**src/rtl/hsid_fifo_reader.sv**
```systemverilog
// Read-side sequencer for an hsid_fifo: drains len elements per pass for a number of passes,
// recirculating via loop_en on all but the last pass, and streams them out on valid/ready.
module hsid_fifo_reader #(
  parameter int DATA_WIDTH      = 16,
  parameter int FIFO_ADDR_WIDTH = 4,
  parameter int PASS_WIDTH      = 8
) (
  input  logic                   clk,
  input  logic                   rst,
  input  logic                   start,
  input  logic [FIFO_ADDR_WIDTH:0] len,
  input  logic [PASS_WIDTH-1:0]  passes,
  input  logic                   clear_on_done,
  input  logic                   abort,
  input  logic                   fifo_empty,
  input  logic [DATA_WIDTH-1:0]  fifo_data,
  output logic                   fifo_rd_en,
  output logic                   fifo_loop_en,
  output logic                   fifo_clear,
  output logic                   m_valid,
  input  logic                   m_ready,
  output logic [DATA_WIDTH-1:0]  m_data,
  output logic                   m_last,
  output logic                   m_final,
  output logic                   busy,
  output logic                   done,
  output logic [1:0]             dbg_state
);

  localparam int LW = FIFO_ADDR_WIDTH + 1;

  typedef enum logic [1:0] {S_IDLE, S_RUN, S_DRAIN, S_CLEAR} state_t;

  state_t                  r_state;
  logic [LW-1:0]           r_len;
  logic [PASS_WIDTH-1:0]   r_passes;
  logic                    r_clear_on_done;
  logic                    r_aborted;
  logic [LW-1:0]           r_rd_elem;
  logic [PASS_WIDTH-1:0]   r_rd_pass;
  logic                    r_inflight;
  logic                    r_if_last;
  logic                    r_if_final;
  logic [DATA_WIDTH-1:0]   r_buf_data  [2];
  logic                    r_buf_last  [2];
  logic                    r_buf_final [2];
  logic                    r_wptr;
  logic                    r_rptr;
  logic [1:0]              r_count;
  logic                    r_done;

  logic                    w_pop_out;
  logic [2:0]              w_occ;
  logic                    w_credit;
  logic                    w_issue;
  logic                    w_elem_last;
  logic                    w_pass_last;
  logic                    w_final;

  // Stream handshake: an element transfers on every rising edge where m_valid && m_ready;
  // while m_valid is high and m_ready low, m_data/m_last/m_final are held unchanged.
  assign w_pop_out   = (r_count != 2'd0) && m_ready;
  assign w_occ       = {1'b0, r_count} + {2'b00, r_inflight} - {2'b00, w_pop_out};
  assign w_credit    = (w_occ < 3'd2);
  assign w_issue     = (r_state == S_RUN) && !abort && !fifo_empty && w_credit;
  assign w_elem_last = (r_rd_elem == r_len - LW'(1));
  assign w_pass_last = (r_rd_pass == r_passes - PASS_WIDTH'(1));
  assign w_final     = w_elem_last && w_pass_last;

  assign fifo_rd_en   = w_issue;
  assign fifo_loop_en = w_issue && !w_pass_last;
  assign fifo_clear   = (r_state == S_CLEAR);
  assign busy         = (r_state != S_IDLE);
  assign done         = r_done;
  assign dbg_state    = r_state;
  assign m_valid      = (r_count != 2'd0);
  assign m_data       = r_buf_data[r_rptr];
  assign m_last       = m_valid && r_buf_last[r_rptr];
  assign m_final      = m_valid && r_buf_final[r_rptr];

  always_ff @(posedge clk or posedge rst) begin
    if (rst) begin
      r_state         <= S_IDLE;
      r_len           <= '0;
      r_passes        <= '0;
      r_clear_on_done <= 1'b0;
      r_aborted       <= 1'b0;
      r_rd_elem       <= '0;
      r_rd_pass       <= '0;
      r_inflight      <= 1'b0;
      r_if_last       <= 1'b0;
      r_if_final      <= 1'b0;
      r_buf_data[0]   <= '0;
      r_buf_data[1]   <= '0;
      r_buf_last[0]   <= 1'b0;
      r_buf_last[1]   <= 1'b0;
      r_buf_final[0]  <= 1'b0;
      r_buf_final[1]  <= 1'b0;
      r_wptr          <= 1'b0;
      r_rptr          <= 1'b0;
      r_count         <= 2'd0;
      r_done          <= 1'b0;
    end else begin
      r_done <= 1'b0;

      // fifo_data is valid the cycle after the pop; tags travel alongside in the in-flight stage.
      if (r_inflight) begin
        r_buf_data[r_wptr]  <= fifo_data;
        r_buf_last[r_wptr]  <= r_if_last;
        r_buf_final[r_wptr] <= r_if_final;
        r_wptr              <= ~r_wptr;
      end
      if (w_pop_out) r_rptr <= ~r_rptr;
      r_count    <= r_count + {1'b0, r_inflight} - {1'b0, w_pop_out};
      r_inflight <= w_issue;
      r_if_last  <= w_elem_last;
      r_if_final <= w_final;

      case (r_state)
        S_IDLE: begin
          if (start) begin
            if ((len != '0) && (passes != '0)) begin
              r_len           <= len;
              r_passes        <= passes;
              r_clear_on_done <= clear_on_done;
              r_aborted       <= 1'b0;
              r_rd_elem       <= '0;
              r_rd_pass       <= '0;
              r_state         <= S_RUN;
            end else begin
              r_done <= 1'b1;
            end
          end
        end
        S_RUN: begin
          if (w_issue) begin
            if (w_elem_last) begin
              r_rd_elem <= '0;
              r_rd_pass <= r_rd_pass + PASS_WIDTH'(1);
            end else begin
              r_rd_elem <= r_rd_elem + LW'(1);
            end
            if (w_final) r_state <= S_DRAIN;
          end
        end
        S_DRAIN: begin
          if ((r_count == 2'd0) && !r_inflight) begin
            if (r_clear_on_done) begin
              r_state <= S_CLEAR;
            end else begin
              r_state <= S_IDLE;
              r_done  <= 1'b1;
            end
          end
        end
        S_CLEAR: begin
          r_state <= S_IDLE;
          r_done  <= !r_aborted;
        end
        default: r_state <= S_IDLE;
      endcase

      // Abort overrides everything above: drop buffered and in-flight data, clear, no done.
      if (abort && (r_state != S_IDLE)) begin
        r_count    <= 2'd0;
        r_wptr     <= 1'b0;
        r_rptr     <= 1'b0;
        r_inflight <= 1'b0;
        r_aborted  <= 1'b1;
        r_done     <= 1'b0;
        r_state    <= S_CLEAR;
      end
    end
  end

endmodule
```
**config.mk**
```make
export PLATFORM = sky130hd
export DESIGN_NAME = hsid_fifo_reader
export DESIGN_NICKNAME = d
export VERILOG_FILES = /design/src/rtl/hsid_fifo_reader.sv
export SDC_FILE = /design/constraint.sdc
export NUM_CORES = 1
export LEC_CHECK = 0
export CAP_MARGIN = 20
export CORE_MARGIN = 4
export CORE_UTILIZATION = 48
export DETAILED_ROUTE_END_ITERATION = 7
export GPL_ROUTABILITY_DRIVEN = 0
export PLACE_DENSITY = 0.83
export SLEW_MARGIN = 20
export SYNTH_ARGS = -nofsm -noshare
export SYNTH_HDL_FRONTEND = slang
export SYNTH_SLANG_ARGS = --single-unit
```
**constraint.sdc**
```tcl
create_clock -name clk -period 3.2 [get_ports clk]
set_input_delay 0.8 -clock clk [delete_from_list [all_inputs] [get_ports clk]]
set_output_delay 0.8 -clock clk [all_outputs]
set_load 0.02 [all_outputs]
```
==> metrics.md <==
| Metric | Value |
|---|---|
| Die area | `0.00916 mm2` |
| # clock sinks | `74` |
| Crit-path slowest cell | `fa_2` |
| First-pass DRT Iterations | `4` |
| Num ports | `62` |
| Synth Cell Area | `0.00369 mm2` |
| Latest clock arrival within the worst-skew pair | `0.35 ns` |
| IO buf count | `61` |
| Setup WS post-layout | `-0.139 ns` |
| Final setup vio count | `2` |
| Yosys cell types | `50` |
| Via Count | `2781` |
| Critical Path Max Stage Delay | `0.53 ns` |
| F_max | `300 MHz` |
| FILL cells | `567` |
| Ant. Diodes | `0` |
| H-tree depth | `3` |
| Setup TNS | `-0.251 ns` |
| Reg-to-reg startpoint | `r_count[0]` |
| Hold WC Path Type | `flop to flop` |
| Pin count of the biggest net entering global routing | `48` |
| Sw Pwr | `1.64 mW` |
| Share of cells above drive strength 1 | `25.4%` |
| Residual DRC count | `0` |
| Crit Path Class | `flop to output port` |
| Die W | `95.7 um` |
| Fin. Hold Viols | `0` |
| Synthesis Warnings | `0` |
| Die Ht | `95.7 um` |
| Synth-to-Final Area Change | `30.6%` |
| Worst slew pin tran | `0.915 ns` |
| Fraction of synthesis flops using an asynchronous set or reset pin | `100%` |
| Worst setup startpoint | `r_count[0]` |
| Placed inst area | `0.00452 mm2` |
| Sequential-to-total area share from yosys stat | `50.1%` |
| CP startpoint kind | `flop` |
| Core area | `0.00737 mm2` |
| Routed WL | `8150 um` |
| Leakage | `2.08 nW` |
| Dpl hpwl | `5810 um` |
| Sw Share | `35.6%` |
| Post-Layout Cell Count | `520` |
| Via/cell ratio | `5.35` |
| Most common cell on crit path | `inv_2` |
| Arrival time worst endpoint | `2.54 ns` |
| Placed cells | `501` |
| Post-synth EDFFs | `0` |
| VDD IR-drop max | `0.383 mV` |
| Grt ovf | `0` |
| Clock transition at path regs | `0.08 ns` |
| PwrDens | `955 mW/mm2` |
| Critical-path cell list | `nor2_2 > inv_2 > and2_4 > ha_4 > inv_2 > ha_4 > inv_2 > fa_2 > nand4_1 > buf_6 > nor2_4 > buf_6` |
| Max Fanout on Critical Path | `3` |
| Syn_area_per_cell | `10.9 um2` |
| Seq pwr share | `34.8%` |
| Flops & latches, synth | `74` |
| Pint | `2.97 mW` |
| DR iter-0 viols | `121` |
| Clk buf depth | `2` |
| CTS tree | `done` |
| Clk pwr share | `19.0%` |
| Comb pwr share | `46.2%` |
| Post-DRT Antenna Nets | `0` |
| Max-cap viol count | `0` |
| Required time worst endpoint | `2.40 ns` |
| Wire length per cell | `15.7 um` |
| Fin area | `0.00482 mm2` |
| Cell Rows | `31` |
| Violated checks | `negative setup slack` |
| Unrepaired setup endpoints after global routing | `true` |
| Final min period | `3.34 ns` |
| Syn Inst Count | `338` |
| Outcome | `complete, but fails checks` |
| Initial antenna violation count | `0` |
| Worst rel slew slack | `39.0%` |
| Clock Skew | `0.00634 ns` |
| Initial Util | `50.1%` |
| First-pass GRT wire length | `13500 um` |
| Synth Net Count | `381` |
| CTS Buf Count | `9` |
| Vias in the first global route | `2908` |
| Tcrit/Tclk final | `104%` |
| Critical Path End Type | `output port` |
| Final Max Slew Viols | `0` |
| All-layer global routing usage | `19.2%` |
| Nets | `460` |
| Hold wc startpoint | `r_aborted` |
| CTS Root Cell | `clkbuf_8` |
| Most common flop cell mapped by yosys | `dfrtp_1` |
## layer usage
metal	vias to the layer above	global-route usage, %	wire, um
met3	10	4.38	444
met1	1354	23.8	3620
met5	-	0	0
li1	1342	-	-
met4	0	7.35	102
met2	75	32.6	3990
## repair_timing
item                       in CTS  in global routing
pin swaps                       6                  4
setup buffers                   3                  1
gates resized for setup        24                  2
setup endpoints to repair       8                  2
gates cloned                    0                  0
hold buffers                    0                  0
## critical path, delay by kind of cell, from the launching register on
family                   cells  cell delay (ns)
adder cells (fa/ha/maj)      3             0.85
flip-flops                   1             0.40
AND/OR/NAND/NOR              4             0.51
buffers and inverters        5             0.41
## cell families (layout without fill, tap and decap cells)
logic type	count (synthesis)	after routing	share of synthesized area [%]
flip-flops	74	74	50.1
multiplexers	56	56	16.9
adder cells (fa/ha/maj)	7	7	2.57
XOR/XNOR	18	18	4.27
AO/OA/AOI/OAI	45	45	8.50
buffers and inverters	35	118	4.00
AND/OR/NAND/NOR	103	103	13.6
## sequential cells by signal, indices dropped and copies added (netlist names)
name	cells
r_len	5
r_buf_last	2
dbg_state	2
r_aborted	1
r_count	2
r_if_final	1
r_inflight	1
r_wptr	1
r_if_last	1
r_clear_on_done	1
r_buf_data	32
r_rd_pass	8
r_rd_elem	5
done	1
r_passes	8
r_buf_final	2
r_rptr	1
## metrics by stage
step	power [mW]	util, %	setup WS, ns	hold WS (ns)
6_report	4.61	65.4	-0.139	0.491
5_1_grt	4.92	65.4	-0.225	0.520
4_1_cts	4.60	65.3	-0.130	0.491
3_5_place_dp	3.65	61.3	-0.942	0.465
3_3_place_gp	3.55	61.3	-0.873	0.465
2_1_floorplan	2.92	-	0.0135	0.450
## synth_stat cells, types with 3 or more instances
library cell | instances | area (um2)
inv_1 | 20 | 75.1
nor3_1 | 5 | 25.0
a21oi_1 | 9 | 45.0
nor2_1 | 17 | 63.8
nand2b_1 | 3 | 18.8
xnor2_1 | 14 | 123
clkbuf_1 | 9 | 33.8
o21ai_1 | 8 | 40.0
mux2_2 | 52 | 586
nand4_1 | 3 | 18.8
and2_1 | 4 | 25.0
ha_1 | 6 | 75.1
a31oi_1 | 3 | 18.8
o22ai_1 | 5 | 31.3
or4_1 | 4 | 30.0
xor2_1 | 4 | 35.0
nor2b_1 | 3 | 18.8
mux2i_1 | 4 | 40.0
nand3_1 | 8 | 40.0
o31ai_1 | 5 | 37.5
nor4_1 | 3 | 18.8
nand2_1 | 42 | 158
nor4b_1 | 3 | 26.3
dfrtp_1 | 74 | 1850
## path summary, 6_finish.rpt
check / slack, ns / depth (start not counted) / endpoint
max in group asynchronous: 1.72 / 3 / r_rd_pass[6]
worst min-delay path: 0.49 / 1 / r_aborted
worst max-delay path: -0.14 / 12 / fifo_loop_en
min in group asynchronous: 0.83 / 2 / r_buf_data[20]
worst max register to register: 0.18 / 15 / r_rd_pass[7]
worst min register to register: 0.49 / 1 / r_aborted
## layout make-up
cell class	count	area (um2)	area share (%)
Clock buffer	9	124	2.57
Sequential cell	74	1850	38.4
Timing Repair Buffer	81	787	16.3
Tap cell	99	124	2.57
Inverter	22	82.6	1.71
Multi-Input combinational cell	229	1740	36.1
Clock inverter	6	115	2.39
## cells in the final DEF (no fill, tap or decap), drive strengths merged, types with 4 or more instances in the layout
master,count
a21oi,10
and2,4
buf,23
clkbuf,9
clkdlybuf4s50,58
dfrtp,74
ha,6
inv,23
mux2,52
mux2i,4
nand2,42
nand3,8
nor2,17
nor3,5
o21ai,8
o22ai,5
o31ai,5
or4,5
xnor2,14
xor2,4
## power groups by stage
stage	clock (mW)	combinational (mW)	sequential [mW]
after global routing	0.936	2.33	1.66
after floorplan	0	1.37	1.54
after detailed placement	0	2.03	1.62
after global placement	0	1.97	1.58
after CTS	0.889	2.11	1.60
final	0.875	2.13	1.61
Note: power is estimated with default switching activity, not from simulation.
